### config.mk
export PLATFORM = sky130hd
export DESIGN_NAME = dram_stream_ctrl
export DESIGN_NICKNAME = d
export VERILOG_FILES = /design/src/rtl/dram_stream_ctrl.sv
export SDC_FILE = /design/constraint.sdc
export NUM_CORES = 1
export LEC_CHECK = 0
export ABC_AREA = 1
export CAP_MARGIN = 20
export CORE_MARGIN = 5
export CORE_UTILIZATION = 30
export DETAILED_ROUTE_END_ITERATION = 6
export PLACE_DENSITY_LB_ADDON = 0.12
export SYNTH_ARGS = -nofsm -noshare
export SYNTH_HDL_FRONTEND = slang
export SYNTH_SLANG_ARGS = --single-unit
### constraint.sdc
create_clock -name clk -period 2.4 [get_ports clk]
set_clock_uncertainty 0.05 [all_clocks]
set_input_delay 0.24 -clock clk [delete_from_list [all_inputs] [get_ports clk]]
set_output_delay 0.24 -clock clk [all_outputs]
set_load 0.05 [all_outputs]
### src/rtl/dram_stream_ctrl.sv
// Host-side DRAM port: LOAD streams bytes into DRAM from address 0, DUMP streams a region back out.
// All outputs are registered except s_ready; one byte per 3 cycles on DUMP without backpressure.
module dram_stream_ctrl #(
  parameter int ADDR_W    = 16,
  parameter int DATA_W    = 8,
  parameter int LOAD_LEN  = 65536,
  parameter int DUMP_BASE = 0,
  parameter int DUMP_LEN  = 16384
) (
  input  logic              clk,
  input  logic              rst_n,
  input  logic              start_load,
  input  logic              start_dump,
  input  logic              s_valid,
  input  logic [DATA_W-1:0] s_data,
  output logic              s_ready,
  output logic              m_valid,
  output logic [DATA_W-1:0] m_data,
  input  logic              m_ready,
  output logic [ADDR_W-1:0] mem_addr,
  output logic              mem_write,
  output logic              mem_read,
  output logic [DATA_W-1:0] mem_din,
  input  logic [DATA_W-1:0] mem_dout,
  output logic              busy,
  output logic              load_done,
  output logic              dump_done
);

  typedef enum logic [2:0] {S_IDLE, S_LOAD, S_FLUSH, S_RD, S_WAIT, S_OUT} state_t;

  // Index is one bit wider than the address so a full 2^ADDR_W transfer can terminate.
  localparam logic [ADDR_W:0]   LOAD_LAST = (ADDR_W+1)'(LOAD_LEN - 1);
  localparam logic [ADDR_W:0]   DUMP_LAST = (ADDR_W+1)'(DUMP_LEN - 1);
  localparam logic [ADDR_W-1:0] BASE      = ADDR_W'(DUMP_BASE);

  state_t              state_q, state_d;
  logic [ADDR_W:0]     idx_q, idx_d, idx_inc;
  logic [ADDR_W-1:0]   mem_addr_q, mem_addr_d;
  logic                mem_write_q, mem_write_d;
  logic                mem_read_q, mem_read_d;
  logic [DATA_W-1:0]   mem_din_q, mem_din_d;
  logic                m_valid_q, m_valid_d;
  logic [DATA_W-1:0]   m_data_q, m_data_d;
  logic                busy_q, busy_d;
  logic                load_done_q, load_done_d;
  logic                dump_done_q, dump_done_d;

  assign idx_inc = idx_q + 1'b1;

  always_comb begin
    state_d     = state_q;
    idx_d       = idx_q;
    mem_addr_d  = mem_addr_q;
    mem_write_d = 1'b0;
    mem_read_d  = 1'b0;
    mem_din_d   = mem_din_q;
    m_valid_d   = m_valid_q;
    m_data_d    = m_data_q;
    load_done_d = 1'b0;
    dump_done_d = 1'b0;
    case (state_q)
      S_IDLE: begin
        if (start_load) begin
          state_d = S_LOAD;
          idx_d   = '0;
        end else if (start_dump) begin
          // Read strobe is registered, so it is raised on the way into RD.
          state_d    = S_RD;
          idx_d      = '0;
          mem_read_d = 1'b1;
          mem_addr_d = BASE;
        end
      end
      S_LOAD: begin
        if (s_valid) begin
          mem_write_d = 1'b1;
          mem_din_d   = s_data;
          mem_addr_d  = idx_q[ADDR_W-1:0];
          idx_d       = idx_inc;
          if (idx_q == LOAD_LAST) state_d = S_FLUSH;
        end
      end
      S_FLUSH: begin
        state_d     = S_IDLE;
        load_done_d = 1'b1;
      end
      S_RD: state_d = S_WAIT;
      S_WAIT: begin
        m_data_d  = mem_dout;
        m_valid_d = 1'b1;
        state_d   = S_OUT;
      end
      S_OUT: begin
        if (m_ready) begin
          m_valid_d = 1'b0;
          idx_d     = idx_inc;
          if (idx_q == DUMP_LAST) begin
            state_d     = S_IDLE;
            dump_done_d = 1'b1;
          end else begin
            state_d    = S_RD;
            mem_read_d = 1'b1;
            mem_addr_d = BASE + idx_inc[ADDR_W-1:0];
          end
        end
      end
      default: state_d = S_IDLE;
    endcase
    busy_d = (state_d != S_IDLE);
  end

  always_ff @(posedge clk or negedge rst_n) begin
    if (!rst_n) begin
      state_q     <= S_IDLE;
      idx_q       <= '0;
      mem_addr_q  <= '0;
      mem_write_q <= 1'b0;
      mem_read_q  <= 1'b0;
      mem_din_q   <= '0;
      m_valid_q   <= 1'b0;
      m_data_q    <= '0;
      busy_q      <= 1'b0;
      load_done_q <= 1'b0;
      dump_done_q <= 1'b0;
    end else begin
      state_q     <= state_d;
      idx_q       <= idx_d;
      mem_addr_q  <= mem_addr_d;
      mem_write_q <= mem_write_d;
      mem_read_q  <= mem_read_d;
      mem_din_q   <= mem_din_d;
      m_valid_q   <= m_valid_d;
      m_data_q    <= m_data_d;
      busy_q      <= busy_d;
      load_done_q <= load_done_d;
      dump_done_q <= dump_done_d;
    end
  end

  assign s_ready   = (state_q == S_LOAD);
  assign m_valid   = m_valid_q;
  assign m_data    = m_data_q;
  assign mem_addr  = mem_addr_q;
  assign mem_write = mem_write_q;
  assign mem_read  = mem_read_q;
  assign mem_din   = mem_din_q;
  assign busy      = busy_q;
  assign load_done = load_done_q;
  assign dump_done = dump_done_q;

endmodule

# Yosys cells after proc, flatten, opt, wreduce, memory -nomap -nowiden

Cells that the tools add are included.

Bits in registers: 58
Output and inout port bits: 39

$add $sub $neg: 1
Equal/unequal tests: 13
Mux-type cells: 31
Reduce and logical (&&, ||, !) cells: 8

Operators with widths:

| cell                    | number |
|---|---|
| $mux W16                | 5 |
| $mux W17                | 4 |
| $pmux W17 S3            | 1 |
| $pmux W16 S3            | 1 |
| $add A17 B1 Y17 const B | 1 |
| $eq A17 B14 Y1 const B  | 1 |
| $eq A17 B16 Y1 const B  | 1 |
| $mux W3                 | 5 |
| $pmux W3 S5             | 1 |
| $mux W1                 | 11 |
| $ne A2 B2 Y1 const B    | 5 |
| $eq A3 B2 Y1 const B    | 2 |
| $eq A3 B3 Y1 const B    | 2 |
| $reduce_and A6 Y1       | 1 |
| $reduce_bool A3 Y1      | 2 |
| $pmux W1 S2             | 2 |
| $reduce_and A2 Y1       | 2 |
| $reduce_and A4 Y1       | 1 |
| $eq A3 B1 Y1 const B    | 1 |
| $logic_not A3 Y1        | 1 |
| $ne A3 B3 Y1 const B    | 1 |
| $mux W2                 | 1 |
| $reduce_bool A2 Y1      | 1 |

# Depth between registers and ports, before layout

Gate-level depths: netlist of run 1.

Depth in word-level cells: 5
Gate-level depth with buffers: 11
Gate-level depth less buffers: 11

# Worst setup path before layout of run 1

No wires, ideal clock.

Kind: reg-to-reg
Start point: register idx_q[0]
End point: register busy_q, in the netlist busy
Data arrival time: 1,700 ps
Cell stages (with the launch flop): 12
Setup slack: 526 ps
Period minus slack after synthesis: 1,874 ps
Buffers on the path: 0
Setup time: 124 ps
Path through: dfrtp_1 ha_1 nand2_2 nor2_8 nand4_1 nor3_1 ha_1 nand2_1 nand2_1 nand4_1 a21oi_1 nand2_1

Cells in the longest elaborated chain, start to end: 5

RTL lines:

| element                                                 | RTL line | source |
|---|---|---|
| start: declaration                                      | 38       | `logic [ADDR_W:0] idx_q, idx_d, idx_inc;` |
| start signal: assignment                                | 128      | `idx_q <= idx_d;` |
| $eq A17 B14 Y1 / $eq A17 B16 Y1 (equally long branches) | 98, 81   |  |
| $mux W2 / $mux W3 (equally long branches)               | 98, 81   |  |
| $mux W3 (on tied branches)                              | 95, 76   |  |
| $pmux W3 S5 (*)                                         | 62       | `case (state_q)` |
| $reduce_bool A3 Y1 (*)                                  | 110      | `busy_d = (state_d != S_IDLE);` |
| net busy_d                                              | 45       | `logic busy_q, busy_d;` |
| end signal: assignment                                  | 135      | `busy_q <= busy_d;` |
| end: declaration                                        | 45       |  |

Mark *: on every way through the listed nets, which the timed path passes. The rest lies on a longest branch.
A chain may end at the register's enable or synchronous reset.

# Final worst setup path of run 1

Same ends and word-level chain as after synthesis.

==> results of run 1 <==
-- critical path, cell delays in order, from the launching register on --
cell and delay (ps):
sky130_fd_sc_hd__dfrtp_1 430, sky130_fd_sc_hd__ha_1 220, sky130_fd_sc_hd__nand2_2 110, sky130_fd_sc_hd__nor2_8 190, sky130_fd_sc_hd__nand4_1 150, sky130_fd_sc_hd__nor3_1 180
sky130_fd_sc_hd__ha_1 190, sky130_fd_sc_hd__nand2_1 50, sky130_fd_sc_hd__nand2_1 70, sky130_fd_sc_hd__nand4_1 80, sky130_fd_sc_hd__a21oi_1 180, sky130_fd_sc_hd__nand2_1 70
-- metrics by stage --
step	setup WS, ps	cells	area [um2]	util [%]
global placement	354.0	557	3754	38.58
CTS	258.9	574	4015	41.27
finish	303.3	574	4015	41.27
global route	108.0	574	4015	41.27
floorplan	525.6	365	2992	-
detailed placement	288.3	557	3754	38.58
-- report_power, final --
group | leakage [nW] | internal, W | switching (W)
registers | 0.747 | 0.00107 | 0.0000991
logic | 1.01 | 0.000228 | 0.000386
clock network | 0.129 | 0.000743 | 0.000404
total | 1.88 | 0.00204 | 0.000889
-- cell type report --
cell class                 instances  area (um2)
clock buffer                      11       151.4
inverter                          31       116.4
clock inverter                     5       100.1
sequential                        58        1451
multi-input combinational        267        1354
tap                              133       166.4
fill                             982        5714
timing repair buffer              69       675.6
-- timing repair --
item | in CTS | in global routing
setup buffers | 0 | 0
hold endpoints to repair | 27 | 0
hold buffers | 1 | 0
endpoints found under the setup margin | 0 | 0
-- sequential cells by signal, indices dropped and copies added (netlist names) --
signal	cells
idx_q	17
mem_addr	16
m_data	8
mem_din	8
state_q	3
busy	1
dump_done	1
load_done	1
m_valid	1
mem_read	1
mem_write	1
-- cells in the mapped netlist (3+ instances only) --
cell type,n
sky130_fd_sc_hd__nand2_1,145
sky130_fd_sc_hd__dfrtp_1,58
sky130_fd_sc_hd__inv_1,27
sky130_fd_sc_hd__nor2_1,21
sky130_fd_sc_hd__nand3_1,16
sky130_fd_sc_hd__nand2_2,15
sky130_fd_sc_hd__o21ai_2,11
sky130_fd_sc_hd__o21ai_0,10
sky130_fd_sc_hd__mux2_2,8
sky130_fd_sc_hd__o21ai_1,7
sky130_fd_sc_hd__nand4_1,6
sky130_fd_sc_hd__xor2_1,5
sky130_fd_sc_hd__a21oi_1,4
sky130_fd_sc_hd__buf_2,4
sky130_fd_sc_hd__inv_2,4
sky130_fd_sc_hd__nor2_4,3
-- worst paths after layout --
kind                       slack (ps)            to  depth (start not counted)       start
setup reg to reg                  300          busy                         11    idx_q[0]
setup / recovery                  300          busy                         11    idx_q[0]
hold / removal                    380    mem_din[6]                          3   s_data[6]
max in group asynchronous        1270      idx_q[2]                          3       rst_n
hold reg to reg                   420    mem_din[3]                          2  mem_din[3]
min in group asynchronous         420  mem_addr[12]                          2       rst_n
-- routing by layer --
layer	share of wire (%)	track usage, %
met3	3.5	3.288
met1	48	18.79
met2	47	20.75
met4	1.0	6.589
met5	0	0
-- cell families (layout without fill, tap and decap cells) --
kind of cell | after synthesis | after routing | synth area share, %
and+or+nand+nor | 214 | 214 | 31.79
DFF | 58 | 58 | 48.52
buffers and inverters | 40 | 116 | 6.231
AOI/OAI and AO/OA | 38 | 38 | 8.155
muxes | 8 | 8 | 3.011
xor gates and xnor gates | 5 | 5 | 1.464
adders and majority gates | 2 | 2 | 0.8363
==> summary.txt, run 1 <==
PLACED DESIGN
-----------------------------------------------------------------------------------------
RePlAce Congestion .........................................................       0.8908
Detailed placer's ending HPWL ..............................................     5.562 mm
Quantity of I/O buffers inserted on ports ..................................           60

STA
-----------------------------------------------------------------------------------------
Final worst path period share ..............................................       87.36%
Worst Hold Slack ...........................................................     380.2 ps
Final-report max-slew violation count ......................................            0
Maximum achievable frequency ...............................................   0.4769 GHz
Post-route minimum period ..................................................      2097 ps
Setup-violating endpoint count in the final report .........................            0
Max transition margin ......................................................       55.54%
Post-Route Setup TNS .......................................................         0 ps
Unrepaired setup endpoints after global routing ............................           no
Transition time of the tightest slew-check pin .............................     666.9 ps
Number of hold-slack violations in the final timing report .................            0

DETAILED ROUTING
-----------------------------------------------------------------------------------------
Final ANT Viol Nets ........................................................            0
Overall routed net length ..................................................     7.582 mm
Drt wl/cell ................................................................     13.21 um
Per-cell via count in the routed design ....................................        4.389
DRC violations left ........................................................            0
Violation count after the first detailed-routing iteration .................          172
Drt first pass iters .......................................................            4
Total via count in the routed design .......................................         2519

FINAL LAYOUT
-----------------------------------------------------------------------------------------
Commonest non-fill, non-tap cell in the layout ............................. sky130_fd_sc_hd__nand2_1
Count of inserted antenna diode cells ......................................            0
Final nets .................................................................          460
Synth-to-Final Area Change .................................................       34.21%
Highest-count cells in the layout ignoring fill and taps ................... sky130_fd_sc_hd__nand2_1 (145), sky130_fd_sc_hd__dfrtp_1 (58), sky130_fd_sc_hd__clkdlybuf4s50_1 (58)
Fraction of final layout cells with drive strength greater than 1 ..........       16.33%

SYNTHESIS
-----------------------------------------------------------------------------------------
Yosys top cell area share ..................................................       48.52%
Yosys synthesis warning count ..............................................            0
Synth Flop Type ............................................................ sky130_fd_sc_hd__dfrtp_1
Post-synthesis cell type count .............................................           31
Largest cells by area after synthesis ...................................... sky130_fd_sc_hd__dfrtp_1 (49%), sky130_fd_sc_hd__nand2_1 (18%), sky130_fd_sc_hd__inv_1 (3.4%)
Number of synthesized register bits ........................................           58
Cell taking the most area after synthesis .................................. sky130_fd_sc_hd__dfrtp_1
Proportion of register bits with asynchronous set or reset after synthesis .       100.0%
Synthesized area per cell ..................................................    8.196 um2
Sequential area share after synthesis ......................................       48.52%
Synth Cell Area ............................................................     2992 um2
Number of enable-type register cells in the synthesized netlist ............            0
Synth Net Count ............................................................          389
Synth Instances ............................................................          365

CTS
-----------------------------------------------------------------------------------------
H-Tree Depth ...............................................................            3
Post-cts sizing count ......................................................            0
Clock slew seen by the registers of the worst setup and hold paths .........        70 ps
CTS Buf Count ..............................................................            9
Longest Clk Path Bufs ......................................................            2
Root Buffer ................................................................ sky130_fd_sc_hd__clkbuf_8
Number of sinks handled by clock tree synthesis ............................           58
Clock tree from TritonCTS ..................................................        built
Worst skew pair latency ....................................................       340 ps

CRITICAL PATH
-----------------------------------------------------------------------------------------
Crit path max fanout .......................................................            7
Type of destination of the critical path ...................................         flop
CP Data Arrival Time .......................................................      2260 ps
Type of origin of the critical path ........................................         flop
Endpoint required time on the critical path ................................      2570 ps
Crit Path Class ............................................................ flop to flop

POWER AND IR DROP
-----------------------------------------------------------------------------------------
Leak .......................................................................     1.883 nW
Power Dens Cells ........................................................... 729.9 nW/um2
Max VDD drop ...............................................................     296.8 uV
Power consumption ..........................................................   0.002931 W

FLOORPLANNING
-----------------------------------------------------------------------------------------
Die boundary height ........................................................     109.9 um
Chip Width .................................................................     109.9 um
Area of the placeable core .................................................     9729 um2
Top-level I/O count ........................................................           61
Starting density of the core ...............................................       30.75%
Number of cell rows ........................................................           36
Die Area ...................................................................    12070 um2

GRT
-----------------------------------------------------------------------------------------
Number of global-route vias before repair ..................................         2621
Largest net degree at the start of global routing ..........................           32
GRT Overall Usage ..........................................................       13.86%
Grt ovf ....................................................................            0
Antenna violations before repair ...........................................            0
Wire length of the first global-routing pass ...............................     12.86 mm

FLOW RUN
-----------------------------------------------------------------------------------------
MaxCap Viol Count ..........................................................            0

HOLD PATH
-----------------------------------------------------------------------------------------
Class of the worst hold path ............................................... input port to flop

OUTCOME
-----------------------------------------------------------------------------------------
Result of the run ..........................................................    completed

(Power assumes the default switching activity.)
==> run 2, diff against run 1 <==
--- a/config.mk
+++ b/config.mk
@@ -10,7 +10,9 @@
 export CORE_MARGIN = 5
 export CORE_UTILIZATION = 30
 export DETAILED_ROUTE_END_ITERATION = 6
+export MAX_ROUTING_LAYER = met4
 export PLACE_DENSITY_LB_ADDON = 0.12
+export SETUP_SLACK_MARGIN = 0.2
 export SYNTH_ARGS = -nofsm -noshare
 export SYNTH_HDL_FRONTEND = slang
 export SYNTH_SLANG_ARGS = --single-unit
==> summary.txt, run 2 (same netlist as run 1, synthesis figures left out) <==
OUTCOME
---------------------------------------------------------------------------------
Result of the run ..................................................    completed

DETAILED ROUTING
---------------------------------------------------------------------------------
DRC violations left ................................................            0   unchanged
Final ANT Viol Nets ................................................            0   unchanged
Per-cell via count in the routed design ............................        4.415   +0.59%
Drt wl/cell ........................................................     13.24 um   +0.21%
Violation count after the first detailed-routing iteration .........          197   +15%
Overall routed net length ..........................................     7.664 mm   +1.1%
Total via count in the routed design ...............................         2556   +1.5%
Drt first pass iters ...............................................            4   unchanged

POWER AND IR DROP
---------------------------------------------------------------------------------
Power Dens Cells ................................................... 728.1 nW/um2   -0.24%
Leak ...............................................................     1.907 nW   +1.2%
Internal cell power ................................................   0.002061 W   +0.94%
Part of the power in the clock network .............................        38.8%   -0.3 points
Logic pwr share ....................................................        21.7%   +0.8 points
Max VDD drop .......................................................     296.7 uV   about the same
Flop pwr share .....................................................        39.5%   -0.4 points
Sw Share ...........................................................       30.25%   -0.090 points
Switch Pwr .........................................................  0.0008937 W   +0.52%

CTS
---------------------------------------------------------------------------------
Clock tree from TritonCTS ..........................................        built
Number of sinks handled by clock tree synthesis ....................           58   unchanged
Root Buffer ........................................................ sky130_fd_sc_hd__clkbuf_8
H-Tree Depth .......................................................            3   unchanged
Longest Clk Path Bufs ..............................................            2   unchanged
CTS Buf Count ......................................................            9   unchanged
Clock slew seen by the registers of the worst setup and hold paths .        70 ps   about the same
Worst skew pair latency ............................................       340 ps   about the same

FINAL LAYOUT
---------------------------------------------------------------------------------
Highest-count cells in the layout ignoring fill and taps ........... sky130_fd_sc_hd__nand2_1 (145), sky130_fd_sc_hd__dfrtp_1 (58), sky130_fd_sc_hd__clkdlybuf4s50_1 (58)
Commonest non-fill, non-tap cell in the layout ..................... sky130_fd_sc_hd__nand2_1
Count of inserted antenna diode cells ..............................            0   unchanged
Filler cell count in the final layout ..............................          983   +0.10%
Top reg by flops ...................................................        idx_q
Finished layout cell area ..........................................     4058 um2   +1.1%
Largest register FFs ...............................................           17   unchanged
Synth-to-Final Area Change .........................................       35.63%
Fraction of the core area covered by cells at the end of the flow ..       41.71%   +0.44 points
Fraction of final layout cells with drive strength greater than 1 ..       17.49%   +1.2 points
Final nets .........................................................          465   +1.1%

STA
---------------------------------------------------------------------------------
Maximum achievable frequency .......................................   0.4914 GHz   +3.0%
Final-report max-slew violation count ..............................            0   unchanged
Max transition margin ..............................................       55.16%   -0.37 points
Setup-violating endpoint count in the final report .................            0   unchanged
Final worst path period share ......................................       84.79%   -2.6 points
Number of hold-slack violations in the final timing report .........            0   unchanged
Unrepaired setup endpoints after global routing ....................           no
Transition time of the tightest slew-check pin .....................     672.6 ps   +5.622 ps
Worst Hold Slack ...................................................     380.2 ps   -0.03900 ps
Post-route minimum period ..........................................      2035 ps   -61.83 ps
Worst path setup slack after routing ...............................     365.1 ps   +61.83 ps
Post-Route Setup TNS ...............................................         0 ps   unchanged

FLOORPLANNING
---------------------------------------------------------------------------------
Die boundary height ................................................     109.9 um   unchanged
Chip Width .........................................................     109.9 um   unchanged
Area of the placeable core .........................................     9729 um2   unchanged
Top-level I/O count ................................................           61   unchanged
Number of cell rows ................................................           36   unchanged
Die Area ...........................................................    12070 um2   unchanged
Starting density of the core .......................................       30.75%   unchanged

CRITICAL PATH
---------------------------------------------------------------------------------
Endpoint required time on the critical path ........................      2560 ps   about the same
Crit Path Class .................................................... flop to flop
Worst reg-to-reg setup slack .......................................       370 ps   +60 ps
Type of destination of the critical path ...........................         flop
Number of cells on the worst reg-to-reg path .......................           11   unchanged
CP Data Arrival Time ...............................................      2200 ps   -60 ps
Type of origin of the critical path ................................         flop
Crit path max fanout ...............................................            7   unchanged

GRT
---------------------------------------------------------------------------------
Grt ovf ............................................................            0   unchanged
GRT Overall Usage ..................................................       14.30%   +0.43 points
Wire length of the first global-routing pass .......................     12.87 mm   about the same
Largest net degree at the start of global routing ..................           32   unchanged
Antenna violations before repair ...................................            0   unchanged
Number of global-route vias before repair ..........................         2628   +0.27%

HOLD PATH
---------------------------------------------------------------------------------
Worst Hold Path Cells ..............................................            3   unchanged
Class of the worst hold path ....................................... input port to flop

PLACED DESIGN
---------------------------------------------------------------------------------
Detailed placer's ending HPWL ......................................     5.562 mm   unchanged
Placed cell areas ..................................................     3754 um2   unchanged
Worst Setup Slack post-DPL .........................................     288.3 ps   unchanged
Quantity of I/O buffers inserted on ports ..........................           60   unchanged
RePlAce Congestion .................................................       0.9058   +1.7%

FLOW RUN
---------------------------------------------------------------------------------
MaxCap Viol Count ..................................................            0   unchanged

## run 2: worst paths after layout
check / start / endpoint
min in group asynchronous: rst_n / mem_addr[12]
hold reg to reg: mem_din[3] / mem_din[3]
setup reg to reg: idx_q[1] / busy
hold / removal: s_data[6] / mem_din[6]
setup / recovery: idx_q[1] / busy
max in group asynchronous: rst_n / idx_q[16]
## run 2: cell type report
type	count	area (um2)	share of cell area, %
well taps	133	166.4	4.101
repair buffers	74	713.2	17.58
clock inverters	5	100.1	2.467
inverters	31	116.4	2.868
flip-flops and latches	58	1451	35.77
clock buffers	11	151.4	3.731
multi-input cells	267	1359	33.49
## run 2: through the flow
stage	std cells	total power, W
after global routing	579	0.003115
final	579	0.002955
after detailed placement	557	0.001806
after global placement	557	0.001802
after CTS	574	0.002972
after floorplan	365	0.001576
## run 2: worst max-delay path, cell delays in order, from the launching register on
cell and delay (ps):
sky130_fd_sc_hd__dfrtp_1 390, sky130_fd_sc_hd__ha_1 210, sky130_fd_sc_hd__nand2_2 110, sky130_fd_sc_hd__nor2_8 190
sky130_fd_sc_hd__nand4_1 190, sky130_fd_sc_hd__nor3_2 150, sky130_fd_sc_hd__ha_1 180, sky130_fd_sc_hd__nand2_1 50
sky130_fd_sc_hd__nand2_1 70, sky130_fd_sc_hd__nand4_1 80, sky130_fd_sc_hd__a21oi_1 180, sky130_fd_sc_hd__nand2_1 70
## run 2: repair_timing
item / CTS / global route
endpoints found under the setup margin: 0 / 2
gates resized for setup: 0 / 1
endpoints found under the hold margin: 27 / 0
buffers inserted: 0 / 5
hold buffers: 1 / 0
## run 2: power by group through the flow
| stage | registers [W] | logic [W] | clock network (W) |
|---|---|---|---|
| final | 0.00117 | 0.000643 | 0.00115 |
| after CTS | 0.00117 | 0.000623 | 0.00118 |
| after floorplan | 0.00136 | 0.000216 | 0 |
| after global routing | 0.00118 | 0.000702 | 0.00123 |
| after global placement | 0.00118 | 0.000618 | 0 |
| after detailed placement | 0.00119 | 0.000619 | 0 |
## run 2: layer usage
layer	GRT usage, %	vias up	share of wire (%)
li1	-	1313	-
met1	19.01	1180	49
met2	20.71	51	46
met3	3.171	12	3.2
met4	6.589	0	1.8
met5	-	-	0
